--- src/rtl/uart_tx_arbiter_if.sv ---
// Handshake bundle between the requesters, the arbiter and the shared UART_TX.
// master: arbiter side. slave: requesters + UART_TX side.
interface uart_tx_arbiter_if #(
  parameter int NUM_REQ = 4
) ();
  logic [NUM_REQ-1:0]   req;
  logic [8*NUM_REQ-1:0] req_data;
  logic [NUM_REQ-1:0]   req_ack;
  logic [NUM_REQ-1:0]   req_err;
  logic [7:0]           uart_tx_data;
  logic                 uart_tx_ready;
  logic                 uart_tx_done;

  modport master (
    input  req, req_data, uart_tx_done,
    output req_ack, req_err, uart_tx_data, uart_tx_ready
  );

  modport slave (
    output req, req_data, uart_tx_done,
    input  req_ack, req_err, uart_tx_data, uart_tx_ready
  );
endinterface

--- src/rtl/uart_tx_arbiter.sv ---
// Round-robin arbiter sharing one UART_TX among NUM_REQ byte producers.
// Optional build macro UART_ARB_TAG_EN: each grant sends a tag byte
// {4'hA, 1'b0, grant_id} ahead of the data byte.
//
// state | meaning
// IDLE  | no transfer; arbitrate among pending requests
// LOAD  | byte on uart_tx_data, tx_ready still low
// SEND  | tx_ready raised, timeout counter cleared
// WAIT  | waiting for rising edge of tx_done or timeout
// GAP   | tx_ready low for GAP_CYCLES before next byte/grant
module uart_tx_arbiter #(
  parameter int NUM_REQ        = 4,
  parameter int GAP_CYCLES     = 2,
  parameter int TIMEOUT_CYCLES = 65535
) (
  input  logic              clock,
  input  logic              reset,
  uart_tx_arbiter_if.master bus,
  output logic              busy,
  output logic [2:0]        grant_id
);
  localparam int                GW       = $clog2(GAP_CYCLES + 1);
  localparam logic [15:0]       TMO_LAST = 16'(TIMEOUT_CYCLES - 1);
  localparam logic [GW-1:0]     GAP_LOAD = GW'(GAP_CYCLES - 1);
  localparam logic [NUM_REQ-1:0] ONE_HOT0 = NUM_REQ'(1);

  typedef enum logic [2:0] {S_IDLE, S_LOAD, S_SEND, S_WAIT, S_GAP} state_t;

  state_t        state;
  logic [2:0]    ptr;
  logic          done_q;
  logic          done_rise;
  logic [15:0]   tmo_cnt;
  logic [GW-1:0] gap_cnt;
  logic          pick_vld;
  logic [2:0]    pick_id;
  logic [7:0]    pick_data;
`ifdef UART_ARB_TAG_EN
  logic          tag_phase;
  logic [7:0]    data_hold;
`endif

  assign done_rise = bus.uart_tx_done & ~done_q;
  assign busy      = (state != S_IDLE);

  // Round-robin pick: smallest distance above ptr (with wrap) wins.
  always_comb begin
    int best;
    int d;
    pick_vld  = 1'b0;
    pick_id   = '0;
    pick_data = '0;
    best      = NUM_REQ;
    d         = 0;
    for (int i = 0; i < NUM_REQ; i++) begin
      d = i - int'(ptr) - 1;
      if (d < 0) d = d + NUM_REQ;
      if (bus.req[i] && (d < best)) begin
        best      = d;
        pick_vld  = 1'b1;
        pick_id   = 3'(i);
        pick_data = bus.req_data[8*i +: 8];
      end
    end
  end

  // Sequencer FSM with registered handshake outputs.
  always_ff @(posedge clock or negedge reset) begin
    if (!reset) begin
      state             <= S_IDLE;
      ptr               <= 3'(NUM_REQ - 1);
      done_q            <= 1'b1;
      tmo_cnt           <= '0;
      gap_cnt           <= '0;
      grant_id          <= '0;
      bus.uart_tx_data  <= '0;
      bus.uart_tx_ready <= 1'b0;
      bus.req_ack       <= '0;
      bus.req_err       <= '0;
`ifdef UART_ARB_TAG_EN
      tag_phase         <= 1'b0;
      data_hold         <= '0;
`endif
    end else begin
      done_q      <= bus.uart_tx_done;
      bus.req_ack <= '0;
      bus.req_err <= '0;
      case (state)
        S_IDLE: begin
          if (pick_vld) begin
            grant_id <= pick_id;
`ifdef UART_ARB_TAG_EN
            bus.uart_tx_data <= {4'hA, 1'b0, pick_id};
            data_hold        <= pick_data;
            tag_phase        <= 1'b1;
`else
            bus.uart_tx_data <= pick_data;
`endif
            state <= S_LOAD;
          end
        end
        S_LOAD: begin
          bus.uart_tx_ready <= 1'b1;
          state             <= S_SEND;
        end
        S_SEND: begin
          tmo_cnt <= '0;
          state   <= S_WAIT;
        end
        S_WAIT: begin
          if (done_rise) begin
            bus.uart_tx_ready <= 1'b0;
            gap_cnt           <= GAP_LOAD;
            state             <= S_GAP;
`ifdef UART_ARB_TAG_EN
            // The tag byte completing is not an ack; the data byte follows.
            if (!tag_phase) begin
              bus.req_ack <= ONE_HOT0 << grant_id;
              ptr         <= grant_id;
            end
`else
            bus.req_ack <= ONE_HOT0 << grant_id;
            ptr         <= grant_id;
`endif
          end else if (tmo_cnt == TMO_LAST) begin
            bus.uart_tx_ready <= 1'b0;
            bus.req_err       <= ONE_HOT0 << grant_id;
            ptr               <= grant_id;
            gap_cnt           <= GAP_LOAD;
            state             <= S_GAP;
`ifdef UART_ARB_TAG_EN
            tag_phase         <= 1'b0;
`endif
          end else if (tmo_cnt != 16'hFFFF) begin
            tmo_cnt <= tmo_cnt + 16'd1;
          end
        end
        S_GAP: begin
          if (gap_cnt == '0) begin
`ifdef UART_ARB_TAG_EN
            if (tag_phase) begin
              bus.uart_tx_data <= data_hold;
              tag_phase        <= 1'b0;
              state            <= S_LOAD;
            end else begin
              state <= S_IDLE;
            end
`else
            state <= S_IDLE;
`endif
          end else begin
            gap_cnt <= gap_cnt - 1'b1;
          end
        end
        default: state <= S_IDLE;
      endcase
    end
  end
endmodule

--- src/flat_wrapper.sv ---
// flat-port wrapper written by rule: the top's interface ports become plain ports
module uart_tx_arbiter_flat 
#(
  parameter int NUM_REQ        = 4,
  parameter int GAP_CYCLES     = 2,
  parameter int TIMEOUT_CYCLES = 65535
)
  (clock, reset, busy, grant_id, bus_req, bus_req_data, bus_uart_tx_done, bus_req_ack, bus_req_err, bus_uart_tx_data, bus_uart_tx_ready);
  uart_tx_arbiter_if #(.NUM_REQ(NUM_REQ)) bus_i ();
  input  logic clock;
  input  logic reset;
  output logic busy;
  output logic [2:0] grant_id;
  input wire logic [$bits(bus_i.req)-1:0] bus_req;
  input wire logic [$bits(bus_i.req_data)-1:0] bus_req_data;
  input wire logic [$bits(bus_i.uart_tx_done)-1:0] bus_uart_tx_done;
  output wire logic [$bits(bus_i.req_ack)-1:0] bus_req_ack;
  output wire logic [$bits(bus_i.req_err)-1:0] bus_req_err;
  output wire logic [$bits(bus_i.uart_tx_data)-1:0] bus_uart_tx_data;
  output wire logic [$bits(bus_i.uart_tx_ready)-1:0] bus_uart_tx_ready;
  assign bus_i.req = bus_req;
  assign bus_i.req_data = bus_req_data;
  assign bus_i.uart_tx_done = bus_uart_tx_done;
  assign bus_req_ack = bus_i.req_ack;
  assign bus_req_err = bus_i.req_err;
  assign bus_uart_tx_data = bus_i.uart_tx_data;
  assign bus_uart_tx_ready = bus_i.uart_tx_ready;
  uart_tx_arbiter #(.NUM_REQ(NUM_REQ), .GAP_CYCLES(GAP_CYCLES), .TIMEOUT_CYCLES(TIMEOUT_CYCLES)) u_core (.clock(clock), .reset(reset), .bus(bus_i), .busy(busy), .grant_id(grant_id));
endmodule
--- config.mk ---
export PLATFORM = sky130hd
export DESIGN_NAME = uart_tx_arbiter_flat
export DESIGN_NICKNAME = d
export VERILOG_FILES = /design/src/rtl/uart_tx_arbiter_if.sv /design/src/rtl/uart_tx_arbiter.sv /design/src/flat_wrapper.sv
export SDC_FILE = /design/constraint.sdc
export NUM_CORES = 1
export LEC_CHECK = 0
export ABC_AREA = 1
export CAP_MARGIN = 15
export CORE_MARGIN = 2
export CORE_UTILIZATION = 34
export DETAILED_ROUTE_END_ITERATION = 8
export HOLD_SLACK_MARGIN = 0.05
export PLACE_DENSITY = 0.63
export SYNTH_ARGS = -nofsm -noshare
export SYNTH_HDL_FRONTEND = slang
export SYNTH_SLANG_ARGS = --single-unit
export TNS_END_PERCENT = 100
--- constraint.sdc ---
create_clock -name clock -period 15.37 [get_ports clock]
set_input_delay 1.537 -clock clock [delete_from_list [all_inputs] [get_ports clock]]
set_output_delay 1.537 -clock clock [all_outputs]
set_load 0.02 [all_outputs]
[After elaboration in Yosys (flattened, before gate mapping)]
Index checks and enable logic that the tools add are counted.
Operators by class
  add/sub/neg operators: 14
  reduce and logical (&&, ||, !) cells: 17
  mux-type cells: 41
  shift-type cells: 1
  bitwise logic cells: 2
  $lt $le $gt $ge: 8
  eq/ne operators: 13
Operator list (number)
  2-to-1 mux 32 bit: 7
  adder 32 x 4 -> 32 bit, second input constant: 4
  less-than comparator 32 x 1 -> 1 bit, second input constant: 4
  subtractor 32 x 2 -> 32 bit, second input constant: 4
  less-than comparator 32 bit: 3
  2-to-1 mux 16 bit: 3
  less-than comparator 32 x 4 -> 1 bit, second input constant: 1
  2-to-1 mux 8 bit: 4
  one-hot mux 16 bit (2 select lines): 1
  2-to-1 mux 4 bit: 5
  2-to-1 mux 3 bit: 6
  adder 16 x 1 -> 16 bit, second input constant: 1
  equality test 16 bit, second input constant: 1
  != test 16 bit, second input constant: 1
  one-hot mux 3 bit (5 select lines): 1
  2-to-1 mux 2 bit: 5
  nonzero test 2 bit: 4
  subtractor 1 x 3 -> 4 bit, first input constant: 2
  subtractor 2 x 3 -> 4 bit, first input constant: 2
  2-to-1 mux 1 bit: 7
  equality test 3 x 2 -> 1 bit, second input constant: 2
  != test 2 x 1 -> 1 bit, second input constant: 3
  != test 2 bit, second input constant: 3
  AND reduction 2 bit: 3
  15 further kinds: 19
Word-level totals
  bits in registers: 45
  word-level logic and storage cells: 106
  output and inout port bits: 21
  input bits: 39

[Longest topological paths before layout]
  word-level depth: 18
  depth in mapped cells: 57
  depth with buffers taken out: 52

[Least setup slack after synthesis]
No wires, ideal clock.
  path kind: input-to-reg
  from: in bus_req[0]
  to: reg u_core.bus.uart_tx_data[2]
  buffers on the path: 5
  data arrival time: 6.444 ns
  cell stages on the path: 43
  required time: 15.254 ns
  slack: 8.810 ns
  library setup time: 0.116 ns
  path through: nand2_1 clkinv_1 clkbuf_1 clkbuf_1 ha_1 nand2_1 inv_1 nand2_1 nand2_1 nand2_1 nand2_1 nand2_1 nand2_1 nand2_2 nand2_2 nand2_2 nand3_1 nor2_1 [... 7 more ...] nand4_1 a21oi_1 a2111oi_0 nand3_1 nand3_4 clkbuf_1 nand2_1 o21ai_0 ha_1 nand2_1 nand2_2 nand2_4 nand2_4 buf_6 nand2_1 nand2_1 nand2_1 nand2_1
On the way
  longest elaborated chain between the ends: 12
  elaborated cells on any way between the ends: 19
  those cells by class: 3 x order compare; 11 x mux; 5 x reduce/logical
RTL lines
  from (decl): line flat_wrapper.sv:14  | input wire logic [$bits(bus_i.req)-1:0] bus_req;
  logical AND 1 bit (*): line uart_tx_arbiter.sv:58  | if (bus.req[i] && (d < best)) begin
  2-to-1 mux 32 bit: line uart_tx_arbiter.sv:58
  less-than comparator 32 bit: line uart_tx_arbiter.sv:58
  logical AND 1 bit: line uart_tx_arbiter.sv:58
  2-to-1 mux 32 bit: line uart_tx_arbiter.sv:58
  less-than comparator 32 bit: line uart_tx_arbiter.sv:58
  logical AND 1 bit: line uart_tx_arbiter.sv:58
  2-to-1 mux 32 bit: line uart_tx_arbiter.sv:58
  less-than comparator 32 bit: line uart_tx_arbiter.sv:58
  logical AND 1 bit: line uart_tx_arbiter.sv:58
  2-to-1 mux 1 bit: line uart_tx_arbiter.sv:58
  AND reduction 2 bit (no source line)
  to (signal assigned): line uart_tx_arbiter.sv:97  | bus.uart_tx_data <= pick_data;
  to (decl): line uart_tx_arbiter_if.sv:16  | output req_ack, req_err, uart_tx_data, uart_tx_ready
Every way passes the cells marked *; elsewhere a longest branch is shown, timed or not.
A chain may end at the register's enable or synchronous reset.

[Final worst setup path]
  from: in bus_req[0]
  to: reg u_core.bus.uart_tx_data[0]
Same word-level chain as after synthesis.

==> impl_metrics.csv <==
group,metric,value,unit
logic_synthesis,synthAdderAreaFrac,0.2782,
clock_tree,cts_buffer_depth,2,
logic_synthesis,syn-cell-area,0.004507,mm2
floorplanning,num_rows,42,
clock_tree,clk-insertion-delay-late,0.28,ns
logic_synthesis,synth_top_family_by_area,"adder cells",
clock_tree,cts_inserted_buffers,5,
logic_synthesis,ys_ff_latch,43,
routing,drt_wl_total,10.77,mm
clock_tree,clockRootBuffer,"clkbuf_16",
logic_synthesis,async_reset_ff_frac,1.000,
critical_path,end_kind,"flop",
grt,antenna_found_initial,0,
power,ir_worst_vdd,0.1097,mV
logic_synthesis,synth-simple-area-share,0.2557,
clock_tree,hold_buffers,0,
logic_synthesis,synth.most_common_cell,"nand2_1",
place,hpwl,8.819,mm
routing,first_pass_iters,4,
sta,min_period_over_period,0.5662,
logic_synthesis,synthCells,614,
sta,fmax,114.9,MHz
routing,drt_iter0_drc,211,
layout,multi_input_area,0.003177,mm2
routing,viasPerCell,4.712,
floorplanning,initial_core_util,0.3444,
sta,worst_slew_pin_slew,1.041,ns
critical_path,crit_arrival,8.87,ns
sta,rsz0062_at_grt,"no",
sta,setup_viol,0,
critical_path,cp.required,15.54,ns
floorplanning,die_area,0.01419,mm2
sta,setup_tns,0,ns
logic_synthesis,ys_types,41,
logic_synthesis,synthXorXnorAreaFrac,0.003887,
logic_synthesis,yosys.area.top_type,"ha_1",
grt,grt_pass1_vias,4051,
sta,finClkSkew,0.004604,ns
worst_hold_path,hold_path.class,"flop to flop",
logic_synthesis,ys_top_cells_by_area,"ha_1 27%, dfrtp_1 22%, nand2_1 13%",
layout,fill_cells,1315,
grt,grtUsageTotal,0.1560,
grt,grt_max_degree,44,
job,cap_violations,0,
routing,routedWlPerCell,12.27,um
clock_tree,h-tree-depth,2,
critical_path,critPathLaunchType,"input port",
layout,diodes,0,
logic_synthesis,synth_area_per_cell,7.340,um2
routing,antenna_left,0,
critical_path,slowest_stage,"nor2_1",
grt,grt_first_pass_wirelength,18.51,mm
grt,grt.overflow.total,0,
logic_synthesis,yosysSeqAreaShare,0.2396,
logic_synthesis,synth_top_area_share,0.2693,
layout,regArea,0.001080,mm2
sta,hold_viol_final,0,
power,p_leak,2.894,nW
floorplanning,coreArea,0.01309,mm2
clock_tree,cts_resized,0,
floorplanning,io_pins,60,
status,status,"complete, no violations",
layout,drive_above_1_share,0.03989,
clock_tree,cts_tree,"yes",
logic_synthesis,synth-compound-area-share,0.1380,
sta,maxSlewViolCount,0,
critical_path,cpMostUsedCell,"nand2_1",
clock_tree,postCtsSetupBuffers,0,
layout,area_delta_synth_final,22.74,%
place,gp_congestion,0.8923,
critical_path,worstSetupPathType,"input port to flop",
logic_synthesis,synthTopCellsByCount,"157 x nand2_1, 97 x ha_1, 83 x inv_1",
place,io_buffers,58,
logic_synthesis,yosysWarnings,0,
routing,drc,0,
floorplanning,die_x,119.1,um
power,p_total,983.0,uW
power,p_per_area,177.7,mW/mm2
logic_synthesis,synth_edf_count,0,
logic_synthesis,synth_top_flop_cell,"dfrtp_1",
critical_path,crit_fanout,31,
clock_tree,clkSinkCount,43,
critical_path,max_stage_delay,0.88,ns
routing,vias,4137,
layout,layout.nets,839,
logic_synthesis,muxShareOfSynthArea,0,
sta,maxSlewHeadroom,0.3038,
clock_tree,clkSlewWorstSetupHoldPaths,0.06,ns
sta,fin_crit,8.702,ns
floorplanning,die_height,119.1,um
==> area by class of cell <==
| class | instances | share of cell area |
|---|---|---|
| Clock buffer | 7 | 0.02760 |
| Timing Repair Buffer | 58 | 0.1040 |
| Clock inverter | 1 | 0.001357 |
| Sequential cell | 43 | 0.1952 |
| Multi-Input combinational cell | 508 | 0.5743 |
| Tap cell | 176 | 0.03981 |
| Inverter | 85 | 0.05768 |
==> power by group <==
part	internal, mW	switching (mW)
sequential	0.140	0.0247
combinational	0.261	0.446
clock	0.0690	0.0411
==> layout by cell type (no fill, tap or decap), drive strengths merged, types with 2 or more instances in the layout <==
master / count
nand4: 9
nor3: 18
o211ai: 8
dfstp: 3
conb: 35
nor2: 42
inv: 84
ha: 97
nand2: 166
a21oi: 38
clkdlybuf4s50: 57
dfrtp: 40
clkbuf: 7
o21a: 3
a211oi: 4
a31oi: 11
fa: 2
o21ai: 31
nor4: 4
nand3: 29
==> worst paths after layout <==
check | from | to | slack, ns | cells after the start
max in group asynchronous | reset | u_core.tmo_cnt[10]$_DFFE_PN0P_ | 13.40 | 1
worst min register to register | u_core.tmo_cnt[3]$_DFFE_PN0P_ | u_core.tmo_cnt[3]$_DFFE_PN0P_ | 0.47 | 1
worst max-delay path | bus_req[0] | u_core.bus.uart_tx_data[0]$_DFFE_PN0P_ | 6.67 | 39
worst max register to register | u_core.ptr[0]$_DFFE_PN1P_ | u_core.bus.uart_tx_data[0]$_DFFE_PN0P_ | 7.72 | 37
min in group asynchronous | reset | u_core.bus.req_err[2]$_DFF_PN0_ | 1.39 | 1
worst min-delay path | u_core.tmo_cnt[3]$_DFFE_PN0P_ | u_core.tmo_cnt[3]$_DFFE_PN0P_ | 0.47 | 1
==> sequential cells by signal, indices dropped and copies added, names as in the netlist <==
register	cells
u_core.grant_id	2
u_core.tmo_cnt	16
u_core.state	3
u_core.bus.uart_tx_data	8
u_core.gap_cnt	2
u_core.bus.req_err	4
u_core.done_q	1
u_core.ptr	2
u_core.bus.uart_tx_ready	1
u_core.bus.req_ack	4
==> kinds of logic after synthesis <==
logic type | count (synthesis)
AOI/OAI and AO/OA | 103
adders and majority gates | 99
and+or+nand+nor | 269
other | 2
xor gates and xnor gates | 2
buffers and inverters | 96
DFF | 43
==> critical path: cells and delay by family <==
family / cells / cell delay [ns]
fa+ha+maj: 3 / 1.13
compound gates: 4 / 0.88
buf+inv: 5 / 1.39
simple gates: 27 / 3.92
==> metrics by stage <==
stage / worst slack (ns) / hold slack [ns] / cells / instance area (um2) / util
after floorplan: 8.810 / 0.4320 / 647 / 4631 / -
final: 6.668 / 0.4660 / 878 / 5532 / 0.4227
after global routing: 5.756 / 0.4855 / 878 / 5532 / 0.4227
after detailed placement: 6.413 / 0.4549 / 870 / 5371 / 0.4105
after CTS: 6.700 / 0.4646 / 878 / 5532 / 0.4227
after global placement: 6.818 / 0.4427 / 870 / 5371 / 0.4105
==> layer usage <==
metal | wire (um) | vias to the layer above | share of wire | track usage
met5 | 0 | - | 0 | 0
met4 | 152 | 0 | 0.014 | 0.03274
met3 | 288 | 12 | 0.027 | 0.01293
met2 | 5460 | 78 | 0.51 | 0.2892
met1 | 4873 | 1877 | 0.45 | 0.1964
li1 | - | 2170 | - | -
No activity file was read; power rests on OpenSTA's default activity.
